<file path="config.mk">
export PLATFORM = sky130hd
export DESIGN_NAME = basic_seq_ctrl
export DESIGN_NICKNAME = d
export VERILOG_FILES = /design/src/rtl/basic_seq_ctrl.sv
export SDC_FILE = /design/constraint.sdc
export NUM_CORES = 1
export LEC_CHECK = 0
export ABC_CLOCK_PERIOD_IN_PS = 2250
export BUFFER_PORTS_ARGS = -buffer_cell sky130_fd_sc_hd__buf_4
export CAP_MARGIN = 40
export CORE_ASPECT_RATIO = 0.75
export CORE_MARGIN = 2
export CORE_UTILIZATION = 43
export DETAILED_ROUTE_END_ITERATION = 7
export PLACE_DENSITY_LB_ADDON = 0.1
export SLEW_MARGIN = 10
export SYNTH_ARGS = -nofsm -noshare
export SYNTH_HDL_FRONTEND = slang
export SYNTH_SLANG_ARGS = --single-unit
export TNS_END_PERCENT = 30
</file>
<file path="constraint.sdc">
create_clock -name clock -period 2.25 [get_ports clock]
set_input_delay 0.5625 -clock clock [delete_from_list [all_inputs] [get_ports clock]]
set_output_delay 0.5625 -clock clock [all_outputs]
set_load 0.02 [all_outputs]
</file>
<file path="src/rtl/basic_seq_ctrl.sv">
// Timing/control sequencer for a basic accumulator CPU: SC counter, run flag and strobe decode.
// Optional macro SEQ_MEM_WAIT_EN stretches memory cycles until mem_rdy; undefined = single-cycle memory.
module basic_seq_ctrl (
  input  logic        clock,
  input  logic        reset,
  input  logic        en,
  input  logic        start,
  input  logic        halt,
  input  logic [2:0]  opc,
  input  logic        ind,
  input  logic        dr_zero,
  input  logic        mem_rdy,
  output logic [15:0] t,
  output logic [3:0]  sc,
  output logic        running,
  output logic [2:0]  bus_sel,
  output logic        ar_ld,
  output logic        ar_inc,
  output logic        pc_ld,
  output logic        pc_inc,
  output logic        dr_ld,
  output logic        dr_inc,
  output logic        ac_ld,
  output logic        ir_ld,
  output logic        mem_rd,
  output logic        mem_wr,
  output logic        reg_exec,
  output logic [1:0]  alu_op
);

  localparam logic [2:0] BUS_NONE = 3'd0;
  localparam logic [2:0] BUS_AR   = 3'd1;
  localparam logic [2:0] BUS_PC   = 3'd2;
  localparam logic [2:0] BUS_DR   = 3'd3;
  localparam logic [2:0] BUS_AC   = 3'd4;
  localparam logic [2:0] BUS_IR   = 3'd5;
  localparam logic [2:0] BUS_MEM  = 3'd7;

  typedef enum logic {ST_IDLE = 1'b0, ST_RUN = 1'b1} run_e;

  run_e       run_q, run_d;
  logic [3:0] sc_q, sc_d;
  logic       halt_q, halt_d;
  logic       active;
  logic       eoi;
  logic       stall;

`ifndef SEQ_MEM_WAIT_EN
  logic unused_mem_rdy;
  assign unused_mem_rdy = mem_rdy;
`endif

  always_comb begin
    bus_sel  = BUS_NONE;
    ar_ld    = 1'b0;
    ar_inc   = 1'b0;
    pc_ld    = 1'b0;
    pc_inc   = 1'b0;
    dr_ld    = 1'b0;
    dr_inc   = 1'b0;
    ac_ld    = 1'b0;
    ir_ld    = 1'b0;
    mem_rd   = 1'b0;
    mem_wr   = 1'b0;
    reg_exec = 1'b0;
    alu_op   = 2'd0;
    eoi      = 1'b0;
    stall    = 1'b0;
    active   = (run_q == ST_RUN) && en;

    if (active) begin
      case (sc_q)
        4'd0: begin bus_sel = BUS_PC; ar_ld = 1'b1; end
        4'd1: begin bus_sel = BUS_MEM; mem_rd = 1'b1; ir_ld = 1'b1; pc_inc = 1'b1; end
        4'd2: begin bus_sel = BUS_IR; ar_ld = 1'b1; end
        4'd3: begin
          if (opc == 3'd7) begin
            reg_exec = 1'b1;
            eoi      = 1'b1;
          end else if (ind) begin
            bus_sel = BUS_MEM; mem_rd = 1'b1; ar_ld = 1'b1;
          end
        end
        4'd4: begin
          case (opc)
            3'd0, 3'd1, 3'd2, 3'd6: begin bus_sel = BUS_MEM; mem_rd = 1'b1; dr_ld = 1'b1; end
            3'd3: begin bus_sel = BUS_AC; mem_wr = 1'b1; eoi = 1'b1; end
            3'd4: begin bus_sel = BUS_AR; pc_ld = 1'b1; eoi = 1'b1; end
            3'd5: begin bus_sel = BUS_PC; mem_wr = 1'b1; ar_inc = 1'b1; end
            default: ;
          endcase
        end
        4'd5: begin
          case (opc)
            3'd0, 3'd1, 3'd2: begin ac_ld = 1'b1; alu_op = opc[1:0]; eoi = 1'b1; end
            3'd5: begin bus_sel = BUS_AR; pc_ld = 1'b1; eoi = 1'b1; end
            3'd6: dr_inc = 1'b1;
            default: ;
          endcase
        end
        4'd6: begin
          if (opc == 3'd6) begin
            bus_sel = BUS_DR; mem_wr = 1'b1; pc_inc = dr_zero; eoi = 1'b1;
          end
        end
        default: ;
      endcase
    end

`ifdef SEQ_MEM_WAIT_EN
    stall = (mem_rd | mem_wr) & ~mem_rdy;
`endif
    // A stalled memory cycle keeps its bus/mem strobes but commits nothing.
    if (stall) begin
      ar_ld  = 1'b0;
      ar_inc = 1'b0;
      pc_ld  = 1'b0;
      pc_inc = 1'b0;
      dr_ld  = 1'b0;
      dr_inc = 1'b0;
      ac_ld  = 1'b0;
      ir_ld  = 1'b0;
      eoi    = 1'b0;
    end

    run_d  = run_q;
    sc_d   = sc_q;
    halt_d = halt_q;
    if (en) begin
      if (run_q == ST_IDLE) begin
        sc_d = 4'd0;
        if (start) begin
          run_d  = ST_RUN;
          halt_d = 1'b0;
        end
      end else begin
        if (halt) halt_d = 1'b1;
        if (stall)                   sc_d = sc_q;
        else if (eoi || sc_q >= 4'd6) sc_d = 4'd0;
        else                         sc_d = sc_q + 4'd1;
        if (eoi && (halt_q || halt)) begin
          run_d  = ST_IDLE;
          halt_d = 1'b0;
        end
      end
    end
  end

  always_ff @(posedge clock) begin
    if (reset) begin
      run_q  <= ST_IDLE;
      sc_q   <= 4'd0;
      halt_q <= 1'b0;
    end else begin
      run_q  <= run_d;
      sc_q   <= sc_d;
      halt_q <= halt_d;
    end
  end

  assign t       = 16'h0001 << sc_q;
  assign sc      = sc_q;
  assign running = (run_q == ST_RUN);

endmodule
</file>
==> results of run 1 <==
==> timing repair <==
item                                    in CTS  in global routing
endpoints found under the setup margin       7                  7
pin swaps                                    2                  7
cloned                                       0                  0
hold endpoints to repair                     0                  0
setup buffers                                2                  3
gates resized for setup                     14                 11
==> power by group through the flow <==
stage	clock, mW	combinational (mW)	sequential (mW)
final	0.100	0.0831	0.112
after global routing	0.108	0.0898	0.112
after CTS	0.100	0.0776	0.111
after detailed placement	0	0.0742	0.114
after global placement	0	0.0730	0.114
after floorplan	0	0.0393	0.116
==> through the flow <==
| stage | area, um2 | utilization | worst slack, ns | power (mW) | std cells |
|---|---|---|---|---|---|
| CTS | 1290 | 0.736 | 0.00205 | 0.289 | 192 |
| floorplan | 823 | - | -0.152 | 0.155 | 117 |
| global placement | 1210 | 0.687 | 0.149 | 0.187 | 187 |
| global route | 1370 | 0.778 | -0.0416 | 0.310 | 195 |
| finish | 1370 | 0.778 | 0.00565 | 0.295 | 195 |
| detailed placement | 1210 | 0.687 | 0.107 | 0.188 | 187 |
==> layout make-up <==
cell class | count | area share
Inverter | 10 | 0.0311
Sequential cell | 6 | 0.0915
Tap cell | 22 | 0.0201
Timing Repair Buffer | 58 | 0.318
Multi-Input combinational cell | 96 | 0.522
Clock buffer | 3 | 0.0165
==> how the worst max path moves through the flow <==
stage          cells after the start          startpoint         end
2_1_floorplan                      5  sc[0]$_SDFFE_PP0P_   alu_op[0]
3_3_place_gp                       6              opc[2]  bus_sel[1]
3_5_place_dp                       7  sc[0]$_SDFFE_PP0P_  bus_sel[1]
4_1_cts                            7  sc[1]$_SDFFE_PP0P_  bus_sel[0]
5_1_grt                            7  sc[1]$_SDFFE_PP0P_  bus_sel[0]
6_report                           7  sc[1]$_SDFFE_PP0P_  bus_sel[0]
==> cells in the final DEF, fill, tap and decap left out, drive strengths merged, types with 2 or more instances in the layout <==
| master | synthesis | routed |
|---|---|---|
| inv | 10 | 10 |
| nand2 | 14 | 14 |
| nor2 | 13 | 13 |
| ha | 6 | 6 |
| nand3 | 2 | 2 |
| and3 | 5 | 5 |
| and2 | 8 | 8 |
| buf | 3 | 58 |
| a21oi | 8 | 8 |
| nand2b | 2 | 2 |
| o21ai | 8 | 8 |
| nor3b | 2 | 2 |
| dfxtp | 6 | 6 |
| nor2b | 3 | 3 |
| a31oi | 3 | 3 |
| nand3b | 4 | 4 |
| clkbuf | 2 | 3 |
| nor3 | 3 | 3 |
| nor4 | 4 | 4 |
==> flip-flops by register name, indices dropped and copies added, names as in the netlist <==
name	cells
running	1
halt_q	1
sc	4
==> per-layer routing <==
| layer | vias to the layer above | global-route usage | wire length [um] |
|---|---|---|---|
| met3 | 8 | 0.0360 | 267 |
| li1 | 529 | - | - |
| met4 | 0 | 0.0400 | 31 |
| met1 | 492 | 0.360 | 1260 |
| met2 | 70 | 0.330 | 1290 |
| met5 | - | 0 | 0 |
==> kinds of logic (layout without fill, tap and decap cells) <==
group | after synthesis | in the layout | synth area share
buffers and inverters | 15 | 71 | 0.0965
AOI/OAI and AO/OA | 27 | 27 | 0.245
adders and majority gates | 6 | 6 | 0.0919
DFF | 6 | 6 | 0.147
and+or+nand+nor | 63 | 63 | 0.420
==> synthesized netlist by cell type, types with 2 or more instances <==
| library cell | number |
|---|---|
| dfxtp_1 | 6 |
| and3_1 | 5 |
| and2_1 | 8 |
| nor4_1 | 3 |
| inv_1 | 10 |
| ha_1 | 6 |
| nand3b_1 | 3 |
| nor2_1 | 13 |
| a21oi_1 | 8 |
| nand3_1 | 2 |
| nor2b_1 | 3 |
| nand2b_1 | 2 |
| o21ai_0 | 7 |
| nor3_1 | 3 |
| nand2_1 | 14 |
| nor3b_1 | 2 |
| a31oi_1 | 2 |
==> worst max-delay path, delay by kind of cell, from the launching register on <==
family / cells / cell delay [ns]
AND/OR/NAND/NOR: 2 / 0.43
flip-flops: 1 / 0.39
buffers and inverters: 2 / 0.24
AO/OA/AOI/OAI: 2 / 0.21
adder cells (fa/ha/maj): 1 / 0.15
==> results, run 1 <==
- CTS built an H-tree with a depth of 1.
- In the routed design, unresolved DRC markers number 0.
- The async set-or-reset flop fraction in the synthesized netlist is 0.
- Before antenna repair, the detailed router went through 5 iterations.
- The library cell with the largest summed area after synthesis is dfxtp_1.
- The detail route stage leaves a number of antenna-violating nets equal to 0.
- Of the synthesized area, sequential elements account for 0.147.
- The fmax is 446 MHz.
- Headroom to the max-slew limit came out at 0.758.
- The cell depth of the worst hold path is 2.
- The final-layout worst hold slack is 0.514 ns.
- The flop-to-flop setup slack is 0.46 ns.
- When the netlist entered floorplanning its net count stood at 134.
- Synthesis inferred 6 register bits.
- The CTS sink count is 6.
- Entering global routing, the biggest net connects 14 pins.
- The length in cells of the worst reg-to-reg path is 8.
- Of the available clock period, the critical path in the final layout requires 0.997.
- In this run the clock root is driven by a clkbuf_4.
- The cell area after technology mapping is 817 um2.
- Yosys printed 0 warnings.
- The share of total power dissipated in sequential elements is 0.379.
- In the final layout, the share of cells above drive strength 1 is 0.480.
- A synthesized cell averages 6.98 um2.
- Dividing the detail-routed via count by the number of cells gives between 5 and 6.
- Setup repair after global routing could not meet its margin everywhere.
- The signed area change from the synthesized netlist to the final layout is 67.4%.
- The clock-pin transition on the worst setup and hold timing paths is roughly 0.050 ns.
- At the pin with the least slew margin, the transition time is 0.362 ns.
- Of the total power, the share spent switching nets is 0.311.
- The number of antenna violations at the first check in global routing is 0.
- The DRC violation total after the first TritonRoute iteration is 39.
- The wire-length estimate of the detail-placed layout is 1910 um.
- During placement, the flow inserted port buffers numbering 46.
- The I/O pin count is 48.
- The largest fanout on the critical path is 4.
- The path class of the lowest-slack min-delay path is input port to flip-flop.
- The footprint of the multi-input gates is 714 um2.
- The die footprint is 2270 um2.
- The routability congestion estimate is about 0.85.
- The core box area is 1760 um2.
- The net switching power is between 0.09 and 0.1 mW.
- Of the total power, the clock network draws 0.339.
- The die is between 40 and 50 um tall.
- The number of unique standard cell types used by synthesis is 37.
- The leakage power figure is ~0.64 nW.
- The endpoint of the worst hold path is halt_q$_SDFFE_PP0P_.
- The combinational group share of total power is 0.282.
- The final number of max-transition violations is 0.
- The total clock buffers created by CTS is 3.
- For the worst-skew pair, the clock arrives at the later sink with an insertion delay of 0.25 ns.
- The global-route wire length before repair is 3960 um.
- Across the routed clock network, the largest skew measured is 0.00784 ns.
- The overall routed net length is approximately 2800 um.
- In this run, synthesis inferred 0 flip-flops with an integrated enable.
- The effective utilization at floorplan is 0.465.
- The die span in x is about 54 um.
- The proportion of netlist area held by the largest area contributor is 0.147.
- In the final routed layout, each cell accounts on average for 14.6 um.
- The number of core rows is 13.
- The residual overflow from global routing is 0.
- The maximum root-to-sink buffer count is 2.
- Across the whole layout, storage elements account for 125 um2.
- The worst hold path begins at reset.
- The net count reported at finish is 192.
- For the worst setup path, the data required time is 1.69 ns.
- The count of hold buffers inserted by post-cts repair is 0.
- The final-report hold violation count is 0.
- In this run the critical register-to-register path is captured at sc[0]$_SDFFE_PP0P_.
- The final-layout fill cell count is between 100 and 150.
- The number of global-route vias before repair is 827.
- STA classifies the critical path endpoint as an output pin.
- The total negative slack for setup checks is 0 ns.
- The number of antenna diodes is 0.
- Setup violations remaining at the end of the flow were counted as 0.
- The minimum clock period after layout is 2.24 ns.
- The critical path is of the flip-flop to output pin type.
- The global-route usage over all layers is 0.231.
- The flip-flop cell with the highest count after synthesis is dfxtp_1.
- The total number of vias is 1099.
- The launch point of the worst reg-to-reg path is sc[1]$_SDFFE_PP0P_.
- The worst setup path is launched from a flip-flop.
- The number of maximum-capacitance constraint violations is 0.
- Dividing total power by cell area gives a power density of 216 nW/um2.
- The arrival time at the worst endpoint is 1.68 ns.
- VDD sags by at most 320 uV.
- The internal power of the cells totals 0.203 mW.
- Traced cell by cell, the critical path runs through inv_4 > ha_4 > and3b_2 > and3_4 > o21ai_2 > a31oi_1 > buf_4.
- The clock tree from TritonCTS is yes.
- After synthesis, the cell types taking the most area are dfxtp_1 15%, ha_1 9.2%, nand2_1 6.4%, and2_1 6.1%, nor2_1 6.0%.
- The slowest cell on the critical path is dfxtp_4.
- The number of instances in the synthesized netlist is 117.
- The run finished with clean final reports.
- The peak per-stage delay on the critical path is 0.39 ns.
No activity file was read; power rests on OpenSTA's default activity.
==> run 2: changes to the inputs <==
==> constraint.sdc (replaced) <==
create_clock -name clock -period 2.25 [get_ports clock]
set_input_delay 0.3375 -clock clock [delete_from_list [all_inputs] [get_ports clock]]
set_output_delay 0.3375 -clock clock [all_outputs]
set_load 0.02 [all_outputs]
==> results, run 2 (same netlist as run 1, synthesis figures left out) <==
- The logic depth of the worst setup path including buffers was 6 (-1).
- The clock-pin transition on the worst setup and hold timing paths was 0.04 ns (about the same).
- The worst clock skew came to 0.00334 ns (-0.00450 ns).
- The count of nets left with antenna violations after detail routing is 0 (unchanged).
- The non-filler instance count after layout was 185 (-5.1%).
- The sequential cell fraction of total power is 0.400 (+0.021).
- The combinational group share of total power is 0.262 (-0.020).
- The net switching power is 0.0822 mW (-10%).
- The signed area change from the synthesized netlist to the final layout is 47.8%.
- The overall routed net length is 2360 um (-17%).
- The routability congestion estimate is 0.860 (+1.8%).
- The fmax came to 458 MHz (+2.7%).
- The effective utilization at floorplan is 0.465 (unchanged).
- The internal power summed over all cells was 0.200 mW (-1.8%).
- The sequential cell area in the final layout is 121 um2 (-3.0%).
- The number of global-route vias before repair was 825 (-0.24%).
- Leaving out fill and tap cells, the most frequent cell in the layout is buf_4.
- The detailed-route wire length per cell came to 12.7 um (-13%).
- The kind of launch point of the worst setup path is a flip-flop.
- The transition time of the tightest slew-check pin was 0.414 ns (+0.0528 ns).
- The max-slew headroom at the worst pin is 0.723 (-0.0347).
- The number of vias per cell was 5.35 (-5.0%).
- The areal power density over the cells is 234 nW/um2 (+8.2%).
- The length in cells of the worst reg-to-reg path came to 7 (-1).
- The largest fanout on the critical path is 6 (+2).
- The die span in x is 54.3 um (unchanged).
- The clock tree from TritonCTS is yes.
- The share of power burned in the clock network is 0.339 (about the same).
- The total number of vias is 990 (-9.9%).
- The number of antenna violations at the first check in global routing came to 0 (unchanged).
- The final-report hold violation count is 0 (unchanged).
- The number of core rows is 13 (unchanged).
- The global-route wire length before repair is 3820 um (-3.5%).
- The number of antenna diodes is 0 (unchanged).
- The worst path required time is 1.91 ns (+0.22 ns).
- The total negative slack for setup checks is 0 ns (unchanged).
- The total power draw came to 0.282 mW (-4.4%).
- The number of maximum-capacitance constraint violations is 0 (unchanged).
- The final number of max-transition violations came to 0 (unchanged).
- The DRC violation total after the first TritonRoute iteration came to 29 (-26%).
- The residual overflow from global routing is 0 (unchanged).
- The ratio of cells with drive above 1 in the final layout is 0.393 (-0.0871).
- The path class of the tightest hold or removal check is input port to flip-flop.
- The leakage power figure is 0.581 nW (-9.4%).
- The global-route usage over all layers is 0.220 (-0.0107).
- The peak per-stage delay on the critical path was 0.40 ns (about the same).
- Traced cell by cell, the critical path runs through inv_1 > ha_2 > nand3b_2 > o32a_2 > o21bai_1 > buf_4.
- The footprint of the multi-input gates is 638 um2 (-11%).
- Setup repair after global routing could not meet its margin everywhere.
- The I/O pin count is 48 (unchanged).
- The height of the die was 41.8 um (unchanged).
- The pin count of the biggest net entering global routing is 17 (+3).
- The post-CTS setup repair buffer count is 0 (-2).
- The first-pass iteration count of the detailed router came to 4 (-1).
- The number of flip-flops in the largest register is 4 (unchanged).
- The arrival time at the worst endpoint is 1.85 ns (+0.17 ns).
- The number of levels the H-tree was split into is 1 (unchanged).
- The worst setup path is captured at an output pin.
- The number of buffers and inverters on the critical path was 2 (unchanged).
- The count of final setup violators was 0 (unchanged).
- The number of DRC violations after detailed routing is 0 (unchanged).
- The maximum root-to-sink buffer count came to 2 (unchanged).
- The net count reported at finish is 182 (-5.2%).
- The count of hold buffers inserted by post-cts repair was 0 (unchanged).
- The cell total after placement is 182 (-2.7%).
- The minimum clock period after layout is 2.18 ns (-0.0595 ns).
- The cell sitting at the root of the clock tree is a clkbuf_4.
- The setup path with the least slack is of type flip-flop to output pin.
- The slowest cell on the critical path is o32a_2.
- The clock latency at the later pin of the worst-skew pair is 0.24 ns (about the same).
- The core box area is 1760 um2 (unchanged).
- The cell depth of the worst hold path was 2 (unchanged).
- The category of cells accounting for the largest share of critical-path delay is compound AO/OA/AOI/OAI gates.
- The CTS sink count came to 6 (unchanged).
- The flow ran to the end, and the final reports show no timing, DRC or antenna violations.
- Leaving out fill and tap cells, the most frequent cells in the layout are 48 x buf_4, 14 x nand2_1, 12 x nor2_1.
- The final-layout worst hold slack is 0.302 ns (-0.212 ns).
- The share of total power consumed by net switching was 0.292 (-0.0191).
- The half-perimeter wire length of the detailed placement result came to 1870 um (-1.9%).
- The final-layout fill cell count is 157 (+34%).
- The die footprint is 2270 um2 (unchanged).
- The final clock period utilization by the worst path came to 0.971 (-0.0265).
- The count of buffers from port buffering is 46 (unchanged).
- The peak supply drop is 362 uV (+13%).
- The total clock buffers created by CTS is 3 (unchanged).
-- run 2: worst register-to-register path, cell delays in order (launching register included) --
cell and delay (ns):
dfxtp_1 0.46, inv_1 0.11, ha_2 0.24, nand3b_2 0.17, inv_1 0.13, a32oi_4 0.22
nand3_1 0.19, o21ai_0 0.22
-- run 2: metrics by stage --
stage / util / instance area, um2 / setup WS, ns
5_1_grt: 0.687 / 1210 / -0.0298
3_5_place_dp: 0.666 / 1170 / 0.277
4_1_cts: 0.679 / 1190 / 0.0127
6_report: 0.687 / 1210 / 0.0652
3_3_place_gp: 0.666 / 1170 / 0.298
2_1_floorplan: - / 823 / 0.0725
-- run 2: power groups by stage --
stage | Sequential, mW | Clock, mW | Combinational (mW)
after floorplan | 0.116 | 0 | 0.0393
after global placement | 0.114 | 0 | 0.0703
after detailed placement | 0.114 | 0 | 0.0720
after CTS | 0.113 | 0.0993 | 0.0722
after global routing | 0.113 | 0.107 | 0.0806
final | 0.113 | 0.0955 | 0.0738
-- run 2: final cells by class --
cell class | instances | share of cell area
well taps | 22 | 0.0228
inverters | 10 | 0.0311
multi-input cells | 96 | 0.528
clock buffers | 3 | 0.0187
repair buffers | 48 | 0.298
flip-flops and latches | 6 | 0.101
-- run 2: path summary, 6_finish.rpt --
kind | startpoint | end | slack [ns]
min | reset | halt_q$_SDFFE_PP0P_ | 0.30
max | sc[0]$_SDFFE_PP0P_ | mem_wr | 0.07
min reg2reg | sc[1]$_SDFFE_PP0P_ | sc[1]$_SDFFE_PP0P_ | 0.53
max reg2reg | sc[0]$_SDFFE_PP0P_ | sc[1]$_SDFFE_PP0P_ | 0.42
-- run 2: timing repair --
action / in CTS / in global routing
resized for setup: 0 / 6
endpoints found under the setup margin: 0 / 8
endpoints found under the hold margin: 0 / 0
-- run 2: per-layer routing --
layer | vias up | part of all wire | GRT usage
met5 | - | 0 | 0
met2 | 40 | 0.44 | 0.335
li1 | 509 | - | -
met3 | 0 | 0.078 | 0.0647
met4 | 0 | 0 | 0.0150
met1 | 441 | 0.48 | 0.316
==> run 3: changes to the inputs <==
--- a/config.mk
+++ b/config.mk
@@ -5,12 +5,12 @@
 export SDC_FILE = /design/constraint.sdc
 export NUM_CORES = 1
 export LEC_CHECK = 0
-export ABC_CLOCK_PERIOD_IN_PS = 2250
+export ABC_CLOCK_PERIOD_IN_PS = 1800
 export BUFFER_PORTS_ARGS = -buffer_cell sky130_fd_sc_hd__buf_4
 export CAP_MARGIN = 40
 export CORE_ASPECT_RATIO = 0.75
 export CORE_MARGIN = 2
-export CORE_UTILIZATION = 43
+export CORE_UTILIZATION = 39
 export DETAILED_ROUTE_END_ITERATION = 7
 export PLACE_DENSITY_LB_ADDON = 0.1
 export SLEW_MARGIN = 10
==> constraint.sdc (replaced) <==
create_clock -name clock -period 1.8 [get_ports clock]
set_input_delay 0.27 -clock clock [delete_from_list [all_inputs] [get_ports clock]]
set_output_delay 0.27 -clock clock [all_outputs]
set_load 0.02 [all_outputs]
==> results, run 3 (same netlist as run 1, synthesis figures left out) <==
- The flow ran to the end, but the final reports show violations.
- The checks that failed: setup timing.
- The flop-to-flop setup slack is 0.01 ns (-0.41 ns).
- The number of core rows was 14 (+1).
- The length in cells of the worst reg-to-reg path is 8 (+1).
- The fmax is 519 MHz.
- The count of buffers from port buffering is 46 (unchanged).
- The share of power burned in the clock network came to 0.324 (-0.015).
- The I/O pin count was 48 (unchanged).
- The arrival time at the worst endpoint came to 1.66 ns (-0.19 ns).
- The number of antenna diodes is 0 (unchanged).
- The minimum clock period after layout is around 1.9 ns.
- The number of levels the H-tree was split into is 1 (unchanged).
- The final number of max-transition violations is 0 (unchanged).
- The routability congestion estimate was 0.889 (+3.4%).
- The detailed-route wire length per cell is 15.0 um (+18%).
- TritonCTS built the clock tree.
- The sequential cell fraction of total power is 0.357 (-0.043).
- The final-report hold violation count came to 0 (unchanged).
- The total number of vias came to 1144 (+16%).
- STA classifies the critical path endpoint as an output pin.
- In the layout the commonest cells are 61 x buf_4, 10 x nand2_1, 9 x nor2_1.
- The ratio of cells with drive above 1 in the final layout is 0.608 (+0.215).
- The worst register-to-register path begins at sc[1]$_SDFFE_PP0P_.
- The pin count of the biggest net entering global routing came to 14 (-3).
- The routed metal-1 wirelength is 1350 um (+19%).
- The worst setup path is launched from a flip-flop.
- The internal power summed over all cells is 0.265 mW (+33%).
- Setup repair after global routing could not meet its margin everywhere.
- The worst path setup slack after routing was -0.127 ns (-0.192 ns).
- The global-route wire length before repair came to 4250 um (+11%).
- The signed area change from the synthesized netlist to the final layout is 89.6%.
- The non-filler instance count after layout came to 205 (+11%).
- The largest fanout on the critical path is 4 (-2).
- The met2 wirelength from detailed routing came to 1460 um (+40%).
- For this design, the slowest cell found on the critical path is dfxtp_4.
- The core box area came to 2000 um2 (+14%).
- The peak per-stage delay on the critical path was 0.39 ns (about the same).
- The number of vias per cell is 5.58 (+4.3%).
- The clock latency at the later pin of the worst-skew pair is 0.25 ns (about the same).
- The cell total after placement came to 195 (+7.1%).
- The die footprint is 2480 um2 (+9.4%).
- The number of DRC violations after detailed routing is 0 (unchanged).
- The transition time of the tightest slew-check pin is 0.340 ns (-0.0743 ns).
- The tree is rooted in a clkbuf_4.
- The global-route usage over all layers is 0.218 (-0.00185).
- The overall routed net length is 3080 um (+31%).
- The leakage power figure is 0.712 nW (+23%).
- The DRC violation total after the first TritonRoute iteration is 50 (+72%).
- In this run the worst hold path is classified as input port to flip-flop.
- The endpoint of the worst hold path is halt_q$_SDFFE_PP0P_.
- The number of antenna violations at the first check in global routing is 0 (unchanged).
- The share of total power consumed by net switching is 0.327 (+0.0358).
- The critical path class is flip-flop to output pin.
- The final clock period utilization by the worst path is 1.07.
- The first-pass iteration count of the detailed router came to 6 (+2).
- The peak supply drop is 266 uV (-27%).
- The number of global-route vias before repair is 955 (+16%).
- The total clock buffers created by CTS came to 3 (unchanged).
- The effective utilization at floorplan was 0.409 (-0.0560).
- The amount of wire on met3 after detailed routing is 229 um (+25%).
- The worst min-delay path startpoint is reset.
- The height of the die is 43.6 um (+4.5%).
- The highest routing layer actually used is met4.
- The net switching power is 0.129 mW (+57%).
- The signal on the critical path passes through inv_4 > ha_4 > buf_6 > nor3_4 > o21ai_1 > nand2_2 > a31oi_2 > buf_4.
- The die span in x is 56.9 um (+4.6%).
- The number of maximum-capacitance constraint violations came to 0 (unchanged).
- The number of flip-flops in the largest register is 4 (unchanged).
- The clock-pin transition on the worst setup and hold timing paths is 0.05 ns (about the same).
- The half-perimeter wire length of the detailed placement result is 2040 um (+9.0%).
- The share of the core filled with cells is 0.776 (+0.0884).
- The CTS sink count is 6 (unchanged).
- The areal power density over the cells was 254 nW/um2 (+8.8%).
- The max-slew headroom at the worst pin came to 0.773 (+0.0494).
- The maximum root-to-sink buffer count is 2 (unchanged).
- The residual overflow from global routing came to 0 (unchanged).
- The most common cell after layout, fill and taps aside is buf_4.
- The critical path starts at sc[0]$_SDFFE_PP0P_.
- The worst path required time is 1.53 ns (-0.38 ns).
- The worst clock skew is 0.000916 ns (-0.00243 ns).
- The combinational group share of total power was 0.320 (+0.058).
- The count of final setup violators is 9 (+9).
- The worst register-to-register path ends at sc[0]$_SDFFE_PP0P_.
- The cell depth of the worst hold path came to 2 (unchanged).
- The net count reported at finish is 200 (+9.9%).
- The count of nets left with antenna violations after detail routing is 0 (unchanged).
-- run 3: per-stage QoR --
| step | total power [mW] | area [um2] | hold WS (ns) | TNS [ns] | setup WS [ns] |
|---|---|---|---|---|---|
| 6_report | 0.393 | 1550 | 0.232 | -0.680 | -0.127 |
| 5_1_grt | 0.413 | 1550 | 0.233 | -1.89 | -0.210 |
| 4_1_cts | 0.379 | 1410 | 0.226 | -0.470 | -0.0954 |
| 3_5_place_dp | 0.243 | 1300 | 0.482 | -0.00316 | -0.00316 |
| 3_3_place_gp | 0.241 | 1300 | 0.476 | 0 | 0.0435 |
| 2_1_floorplan | 0.198 | 865 | 0.341 | -0.0789 | -0.0394 |
-- run 3: area by class of cell --
class	instances	area [um2]
clock buffer	3	22.5
fill	151	448
inverter	10	40.0
multi-input combinational	96	816
sequential	6	126
tap	24	30.0
timing repair buffer	66	514
-- run 3: worst max path at each step --
stage	end	slack (ns)	cells past startpoint
floorplan	bus_sel[0]	-0.04	7
global placement	bus_sel[1]	0.04	7
detailed placement	bus_sel[1]	-0.003	7
CTS	mem_wr	-0.1	6
global route	bus_sel[1]	-0.21	8
finish	bus_sel[1]	-0.13	8
-- run 3: power groups by stage --
| stage | Combinational [mW] | Sequential [mW] | Clock [mW] |
|---|---|---|---|
| final | 0.126 | 0.140 | 0.127 |
| after global routing | 0.134 | 0.140 | 0.139 |
| after CTS | 0.109 | 0.141 | 0.130 |
| after detailed placement | 0.101 | 0.142 | 0 |
| after global placement | 0.0985 | 0.142 | 0 |
| after floorplan | 0.0530 | 0.145 | 0 |
-- run 3: worst max-delay path, delay by kind of cell (launching register included) --
family                     cells  cell delay, ns
DFF                            1            0.39
buffers and inverters          3            0.35
and+or+nand+nor                2            0.33
adders and majority gates      1            0.18
AOI/OAI and AO/OA              2            0.17
-- run 3: routing by layer --
metal	vias up	global-route usage
li1	541	-
met1	535	0.299
met2	62	0.365
met3	6	0.0328
met4	0	0.0558
met5	-	0
-- run 3: timing repair --
item                                    4_1_cts  5_1_grt
buffers inserted                              2        5
pin swaps                                     5        7
endpoints found under the setup margin       18       20
hold buffers                                  0        0
resized for setup                            23       26
